===== config.mk =====
export PLATFORM = sky130hd
export DESIGN_NAME = crc8_frame_ctrl
export DESIGN_NICKNAME = d
export VERILOG_FILES = /design/src/rtl/crc8_frame_ctrl.sv
export SDC_FILE = /design/constraint.sdc
export NUM_CORES = 1
export LEC_CHECK = 0
export CAP_MARGIN = 5
export CORE_MARGIN = 4
export CORE_UTILIZATION = 39
export DETAILED_ROUTE_END_ITERATION = 16
export DONT_BUFFER_PORTS = 1
export GPL_TIMING_DRIVEN = 0
export PLACE_DENSITY_LB_ADDON = 0.05
export SYNTH_ARGS = -nofsm -noshare
export SYNTH_HDL_FRONTEND = slang
export SYNTH_SLANG_ARGS = --single-unit

===== constraint.sdc =====
create_clock -name clk_i -period 2.5 [get_ports clk_i]
set_input_delay 0.5 -clock clk_i [delete_from_list [all_inputs] [get_ports clk_i]]
set_output_delay 0.5 -clock clk_i [all_outputs]
set_load 0.03 [all_outputs]

===== src/rtl/crc8_frame_ctrl.sv =====
// Frame-level CRC appender: forwards payload bytes through one output register,
// feeds them to an external crc8 core, then emits the CRC byte as the final beat.
module crc8_frame_ctrl #(
    parameter int COUNT_WIDTH = 16
) (
    input  logic                   clk_i,
    input  logic                   rst_i,
    input  logic [7:0]             s_data_i,
    input  logic                   s_valid_i,
    input  logic                   s_last_i,
    output logic                   s_ready_o,
    output logic [7:0]             m_data_o,
    output logic                   m_valid_o,
    output logic                   m_last_o,
    input  logic                   m_ready_i,
    output logic                   crc_rst_o,
    output logic [7:0]             crc_data_o,
    output logic                   crc_data_valid_o,
    input  logic [7:0]             crc_i,
    output logic [COUNT_WIDTH-1:0] frame_count_o
);

    typedef enum logic [1:0] {
        ST_DATA   = 2'd0,
        ST_APPEND = 2'd1,
        ST_CLEAR  = 2'd2
    } state_e;

    localparam logic [COUNT_WIDTH-1:0] COUNT_ONE = {{(COUNT_WIDTH-1){1'b0}}, 1'b1};

    state_e                 state_q, state_d;
    logic [7:0]             m_data_q, m_data_d;
    logic                   m_valid_q, m_valid_d;
    logic                   m_last_q, m_last_d;
    logic [COUNT_WIDTH-1:0] frame_count_q, frame_count_d;

    logic slot_free_s;
    logic s_ready_s;
    logic accept_s;

    // Handshake qualifiers; reset blocks acceptance so no byte is taken while the core is cleared.
    always_comb begin
        slot_free_s = !m_valid_q || m_ready_i;
        if (rst_i) begin
            s_ready_s = 1'b0;
        end else begin
            s_ready_s = (state_q == ST_DATA) && slot_free_s;
        end
        accept_s = s_valid_i && s_ready_s;
    end

    // Next-state and output-register update for the DATA -> APPEND -> CLEAR sequence.
    always_comb begin
        state_d       = state_q;
        m_data_d      = m_data_q;
        m_last_d      = m_last_q;
        frame_count_d = frame_count_q;
        // Default: drain the output register if downstream takes the beat.
        if (m_ready_i) begin
            m_valid_d = 1'b0;
        end else begin
            m_valid_d = m_valid_q;
        end

        case (state_q)
            ST_DATA: begin
                if (accept_s) begin
                    m_data_d  = s_data_i;
                    m_valid_d = 1'b1;
                    m_last_d  = 1'b0;
                    if (s_last_i) begin
                        state_d = ST_APPEND;
                    end else begin
                        state_d = ST_DATA;
                    end
                end else begin
                    state_d = ST_DATA;
                end
            end
            ST_APPEND: begin
                if (slot_free_s) begin
                    m_data_d      = crc_i;
                    m_valid_d     = 1'b1;
                    m_last_d      = 1'b1;
                    frame_count_d = frame_count_q + COUNT_ONE;
                    state_d       = ST_CLEAR;
                end else begin
                    state_d = ST_APPEND;
                end
            end
            ST_CLEAR: begin
                state_d = ST_DATA;
            end
            default: begin
                state_d   = ST_DATA;
                m_valid_d = 1'b0;
                m_last_d  = 1'b0;
            end
        endcase
    end

    // State and output registers with synchronous reset taking priority.
    always_ff @(posedge clk_i) begin
        if (rst_i) begin
            state_q       <= ST_DATA;
            m_data_q      <= 8'h00;
            m_valid_q     <= 1'b0;
            m_last_q      <= 1'b0;
            frame_count_q <= {COUNT_WIDTH{1'b0}};
        end else begin
            state_q       <= state_d;
            m_data_q      <= m_data_d;
            m_valid_q     <= m_valid_d;
            m_last_q      <= m_last_d;
            frame_count_q <= frame_count_d;
        end
    end

    assign s_ready_o        = s_ready_s;
    assign m_data_o         = m_data_q;
    assign m_valid_o        = m_valid_q;
    assign m_last_o         = m_last_q;
    assign crc_rst_o        = rst_i || (state_q == ST_CLEAR);
    assign crc_data_o       = s_data_i;
    assign crc_data_valid_o = accept_s;
    assign frame_count_o    = frame_count_q;

endmodule


Word-level counts from Yosys, hierarchy flattened:

Cells that the tools add are included.

* word-level logic and storage cells: 36
* output and inout bits: 37
* register bits after elaboration: 28
* input port bits: 21

* mux-type cells: 15
* eq/ne operators: 4
* add/subtract/negate cells: 1
* bitwise logic cells: 1
* reductions and logical operators: 10

Operator list (number)
* adder 16 x 1 -> 16 bit, second input constant: 1
* two-way mux 8 bit: 2
* case mux 8 bit (2 select lines): 1
* two-way mux 1 bit: 7
* case mux 1 bit (3 select lines): 2
* AND reduction 3 bit: 2
* two-way mux 2 bit: 2
* inequality test 2 bit, second input constant: 2
* case mux 2 bit (2 select lines): 1
* == test 2 x 1 -> 1 bit, second input constant: 1
* == test 2 bit, second input constant: 1
* logical AND 1 bit: 2
* logical NOT 2 bit: 1
* logical OR 1 bit: 2
* AND reduction 2 bit: 1
* nonzero test 2 bit: 1
* logical NOT 1 bit: 1
* NOT 1 bit: 1

Logic depth before layout (Yosys ltp):

Gate-level depths: netlist of the first run.

* word-level depth: 7
* depth in mapped cells: 6
* gate-level depth less buffers: 5

Worst setup path after synthesis of the first run:

No wires, ideal clock.

* path type: reg-to-output
* from: register m_valid_q, in the netlist m_valid_o
* to: output port crc_data_valid_o
* arrival: 2201 ps
* required time: 2000 ps
* stages on the path, launching flop included: 5
* buffers on the path: 1
* setup slack: -201 ps
* cell sequence: dfxtp_1 nor2b_1 clkbuf_1 nor4_1 and2_1

* cells in the longest elaborated chain, start to end: 5

RTL lines
* start: declaration: line 33 `logic m_valid_q, m_valid_d;`
* start signal: assignment: line 113 `m_valid_q <= m_valid_d;`
* logical NOT 1 bit: line 43 `slot_free_s = !m_valid_q || m_ready_i;`
* logical OR 1 bit: line 43
* logical AND 1 bit: line 47 `s_ready_s = (state_q == ST_DATA) && slot_free_s;`
* two-way mux 1 bit: line 44 `if (rst_i) begin`
* named net s_ready_o: line 11 `output logic s_ready_o,`
* logical AND 1 bit: line 49 `accept_s = s_valid_i && s_ready_s;`
* end: declaration: line 18 `output logic crc_data_valid_o,`

The timed path passes the listed nets, and every way through them passes these cells.

Worst setup path in the final report of the first run:

* from: register state_q[1]
* to: output port crc_data_valid_o

* cells in the longest elaborated chain, start to end: 4

RTL lines
* start: declaration: line 31 `state_e state_q, state_d;`
* start signal: assignment: line 111 `state_q <= state_d;`
* logical NOT 2 bit: line 47
* logical AND 1 bit: line 47
* two-way mux 1 bit: line 44
* named net s_ready_o: line 11
* logical AND 1 bit: line 49

The timed path passes the listed nets, and every way through them passes these cells.

==> reports/qor.yml, run 1 <==
status: "finished, final reports clean"
grt_pass1_wl_um: 5290
dr_wl_met2_um: 1540
synth-seq-cells: 28
track_usage: 0.152
worst_pin_slew_ns: 0.597
drc: 0
crit_chain: "clkbuf_1 > nor4_4 > and2_4"
port_buffers: 0
detailroute.wirelength.met3_um: 335
syn2layout_area_growth_pct: 8.43
dr.pass1.iters: 4
hold_violations: 0
crit_buf_inv: 1
place_area_um2: 1420
crit_family: "simple AND/OR/NAND/NOR gates"
coreArea_um2: 3340
report.final.slew_viol_count: 0
num_rows: 21
timing.fmax_mhz: 416
cap_violations: 0
ys_types: 32
overflow: 0
period_share: 0.961
finalWirelength_um: 3270
finClkSkew_ns: 0.0113
total_leakage_power_uw: 0.000482
slew_headroom: 0.599
pre_cts_slack_ns: -0.0989
yosysWarnings: 0
clk_pin_slew_ns: 0.15
cts_tree: "done"
clock-sinks: 28
end_kind: "output pin"
die_h_um: 66.9
via_count: 1165
routabilityCongestion: 0.716
crit_arrival_ns: 1.90
fin_area_um2: 1470
die_area_um2: 4470
antenna_found_initial: 0
critPathRequiredTime_ns: 2.00
async_reset_ff_frac: 0
cts_setup_buffers: 0
grt_max_degree: 15
fill_cells: 361
die_w_um: 66.9
hold_path_class: "primary input to flip-flop"
final_nets: 192
cts-htree-levels: 1
ctsHoldBuffers: 0
setup_viol: 0
syn-cell-area_um2: 1350
clock_path_buffers: 2
routed.top_layer: "met4"
peakVddDrop_mv: 0.190
cpMaxStageDelayCell: "nor4_4"
max_stage_delay_ns: 0.65
cts_made_buffers: 3
viasPerCell: 5.44
power_density_nw_per_um2: 549
m1WireLength_um: 1360
wl_per_cell_um: 15.3
num_antenna_cells: 0
initial_core_util: 0.405
ys_seq_area_frac: 0.415
place_hpwl_um: 2440
cp-start-kind: "flip-flop"
io-pin-count: 58
drive_above_1_share: 0.119
insertion_delay_ns: 0.33
worstSetupPathType: "flip-flop to output pin"
drt_iter0_markers: 28
setup_ws_ns: 0.0980
syn_nets: 187
rsz0062_at_grt: "false"
synth_edf_count: 0
synthFlopType: "dfxtp_1"
ant_nets: 0
cts_root_buf: "clkbuf_4"
fin_crit_ns: 2.40
grt_pass1_vias: 1133
syn_area_per_cell_um2: 8.19
postSynthCellCount: 165
path_max_fanout: 10
## area by class of cell
class / count / area (um^2) / area share
multi-input cells: 115 / 689 / 0.471
flip-flops and latches: 28 / 564 / 0.385
plain buffers: 19 / 120 / 0.0820
well taps: 46 / 57.6 / 0.0393
clock buffers: 3 / 22.5 / 0.0154
inverters: 3 / 11.3 / 0.00769
## path summary, 6_finish.rpt
kind	cells after the start	slack [ns]	from	to
hold / removal	2	0.31	crc_i[5]	m_data_o[5]
setup reg to reg	6	0.36	frame_count_o[0]	frame_count_o[14]
hold reg to reg	2	0.63	state_q[0]	m_last_o
setup / recovery	3	0.1	state_q[1]	crc_data_valid_o
## where the power goes
| part | switching (uW) | internal (uW) | leakage, uW |
|---|---|---|---|
| logic | 70.7 | 40.1 | 0.000240 |
| clock network | 131 | 56.6 | 0.0000138 |
| registers | 42.2 | 463 | 0.000228 |
## layout by cell type, fill, tap and decap left out, types with 2 or more instances in the layout
cell type and instances:
o31ai_1 4, a311oi_1 8, inv_1 3, nand2b_1 3, nand4_1 2, o21ai_0 5
nor4_1 3, or4_1 4, clkbuf_4 3, buf_4 8, clkbuf_1 8, or3_1 6
nor2_1 19, nand3_1 6, nand2_1 21, nor3_1 3, xnor2_1 6, a21oi_1 10
dfxtp_1 27
## synth_stat cells, drive strengths merged, types with 2 or more instances
cell	count	area, um^2
dfxtp	28	561
nand2	21	78.8
nor2	19	71.3
a21oi	10	50.1
buf	10	76.3
clkbuf	9	33.8
a311oi	8	70.1
nand3	6	30.0
or3	6	37.5
xnor2	6	52.6
o21ai	5	25.0
nand2b	4	32.5
nor4	4	25.0
o31ai	4	30.0
or4	4	30.0
inv	3	11.3
nor3	3	15.0
and2	2	12.5
nand4	2	12.5
nor2b	2	12.5
## per-stage QoR
stage          TNS [ns]  utilization  total power, uW  hold slack (ns)  instances
2_1_floorplan         0            -              602            0.565        165
3_3_place_gp    -0.0700        0.424              621            0.594        211
3_5_place_dp    -0.0989        0.424              623            0.599        211
4_1_cts               0        0.439              813            0.306        214
5_1_grt               0        0.439              839            0.312        214
6_report              0        0.439              804            0.308        214
## sequential cells by signal, indices dropped and copies added (netlist names)
register and cells:
m_valid_o 1, state_q 2, frame_count_o 16, m_last_o 1, m_data_o 8
## worst reg2reg max path, cell delays in order (launching register included)
cell      delay [ns]
dfxtp_1         0.60
ha_1            0.25
nand3_1         0.13
or3_1           0.34
clkbuf_1        0.18
or4_1           0.42
a21oi_1         0.14
## per-layer routing
layer | GRT usage | vias to the layer above
li1 | - | 580
met1 | 0.184 | 535
met2 | 0.251 | 45
met3 | 0.0556 | 5
met4 | 0.0456 | 0
met5 | 0 | -
## kinds of logic (layout without fill, tap and decap cells)
| family | count (synthesis) | in the layout | synth area share |
|---|---|---|---|
| DFF | 28 | 28 | 0.415 |
| AOI/OAI and AO/OA | 32 | 32 | 0.163 |
| xor gates and xnor gates | 7 | 7 | 0.0454 |
| adders and majority gates | 1 | 1 | 0.00926 |
| and+or+nand+nor | 75 | 75 | 0.278 |
| buffers and inverters | 22 | 25 | 0.0898 |
## what timing repair did
item / CTS / global route
pin swaps: 2 / 1
setup endpoints to repair: 2 / 1
gates resized for setup: 9 / 0
No activity file was read; power rests on OpenSTA's default activity.
==> inputs of run 2 (changes only) <==
GPL_TIMING_DRIVEN = default   (was 0)
==> run 2 against run 1 <==
Maximum frequency is 5.8% higher. Critical path type unchanged. Sequential cell count stayed put. First-iteration DRC count is 110% higher. Cell count is 3.7% lower. Combinational power is 34% lower. Clock skew is 0.0057 ns lower.
==> reports/qor.yml, run 2 (same netlist as run 1, synthesis figures left out) <==
status: "finished, final reports clean"
timing.fmax_mhz: 441
path_max_fanout: 8
io-pin-count: 58
setup_viol: 0
cts_resized: 0
die_w_um: 66.9
cp-start-kind: "flip-flop"
ctsHoldBuffers: 0
syn2layout_area_growth_pct: 4.81
drc: 0
drt_iter0_markers: 60
wl_per_cell_um: 14.8
cts-htree-levels: 1
via_count: 1122
clk_pin_slew_ns: 0.16
layout_common_cells: "28 x dfxtp_1, 21 x nand2_1, 19 x nor2_1, 10 x a21oi_1, 10 x buf_4"
hold_start: "rst_i"
cts_made_buffers: 3
grt_max_degree: 32
drive_above_1_share: 0.106
final_common_cell: "dfxtp_1"
port_buffers: 0
coreArea_um2: 3340
peakVddDrop_mv: 0.252
routabilityCongestion: 0.716
worstSetupPathType: "flip-flop to output pin"
r2r_slack_ns: 0.52
num_rows: 21
total_leakage_power_uw: 0.000474
sequentialPowerShare: 0.626
slew_headroom: 0.583
internal-power_uw: 582
rsz0062_at_grt: "false"
largest_reg_flops: 16
overflow: 0
insertion_delay_ns: 0.33
ant_nets: 0
antenna_found_initial: 0
clock_path_buffers: 2
whs_path_depth: 1
num_antenna_cells: 0
cts_root_buf: "clkbuf_4"
final_nets: 183
report.final.slew_viol_count: 0
cap_violations: 0
hold_violations: 0
setup_tns_ns: 0
place_hpwl_um: 2200
viasPerCell: 5.45
worst_r2r_endpoint: "frame_count_o[13]"
dr.pass1.iters: 4
whs_endpoint: "m_data_o[0]"
grt_pass1_vias: 1062
hold_slack_ns: 0.210
grt_pass1_wl_um: 5000
initial_core_util: 0.405
switching_share: 0.279
die_h_um: 66.9
cts_setup_buffers: 0
fin_crit_ns: 2.27
end_kind: "output pin"
comb_power_share: 0.091
pwr-share-clk: 0.283
clock-sinks: 28
hold_path_class: "primary input to flip-flop"
cts_tree: "done"
finalWirelength_um: 3050
p_sw_uw: 225
rr_worst_depth: 4
crit_arrival_ns: 1.77
period_share: 0.908
power_density_nw_per_um2: 570
r2r-start: "m_valid_o"
critPathRequiredTime_ns: 2.00
finClkSkew_ns: 0.00561
track_usage: 0.147
worst_pin_slew_ns: 0.625
die_area_um2: 4470
-- run 2: cell count changes in the layout (fill, tap and decap cells not counted), sizes merged --
cell	change
clkbuf	-8
-- run 2: routing by layer --
| layer | vias to the layer above | wire, um | global-route usage |
|---|---|---|---|
| li1 | 568 | - | - |
| met1 | 509 | 1410 | 0.192 |
| met2 | 43 | 1370 | 0.229 |
| met3 | 2 | 254 | 0.0405 |
| met4 | 0 | 14 | 0.0532 |
| met5 | - | 0 | 0 |
-- run 2: worst max-delay path, cell delays in order, from the launching register on --
cell	delay (ns)
dfxtp_1	0.58
nor2b_1	0.48
nor4_2	0.09
and2_1	0.28
-- run 2: worst max-delay path by stage --
stage              start                 to  cells after the start
6_report       m_valid_o   crc_data_valid_o                      3
5_1_grt        m_valid_o   crc_data_valid_o                      3
4_1_cts        m_valid_o   crc_data_valid_o                      3
3_5_place_dp   m_valid_o  frame_count_o[13]                      4
3_3_place_gp   m_valid_o  frame_count_o[15]                      4
2_1_floorplan  m_valid_o   crc_data_valid_o                      4
-- run 2: per-stage QoR --
stage          instance area (um^2)  total power [uW]  instances   util  worst slack, ns
5_1_grt                        1420               853        206  0.424            0.129
6_report                       1420               808        206  0.424            0.230
2_1_floorplan                  1360               602        165      -            0.190
3_5_place_dp                   1380               591        202  0.414            0.552
3_3_place_gp                   1380               589        202  0.414            0.586
4_1_cts                        1420               821        206  0.424            0.211
-- run 2: area by class of cell --
class	instances	area [um^2]
Timing Repair Buffer	10	75.1
Inverter	3	11.3
Sequential cell	28	561
Tap cell	46	57.6
Multi-Input combinational cell	115	676
Clock buffer	4	36.3
Fill cell	355	1920
-- run 2: power by group through the flow --
stage | clock network, uW | registers, uW | logic [uW]
4_1_cts | 240 | 506 | 74.9
2_1_floorplan | 0 | 512 | 90.8
3_5_place_dp | 0 | 516 | 74.7
6_report | 229 | 506 | 73.4
5_1_grt | 260 | 509 | 83.9
3_3_place_gp | 0 | 515 | 73.3
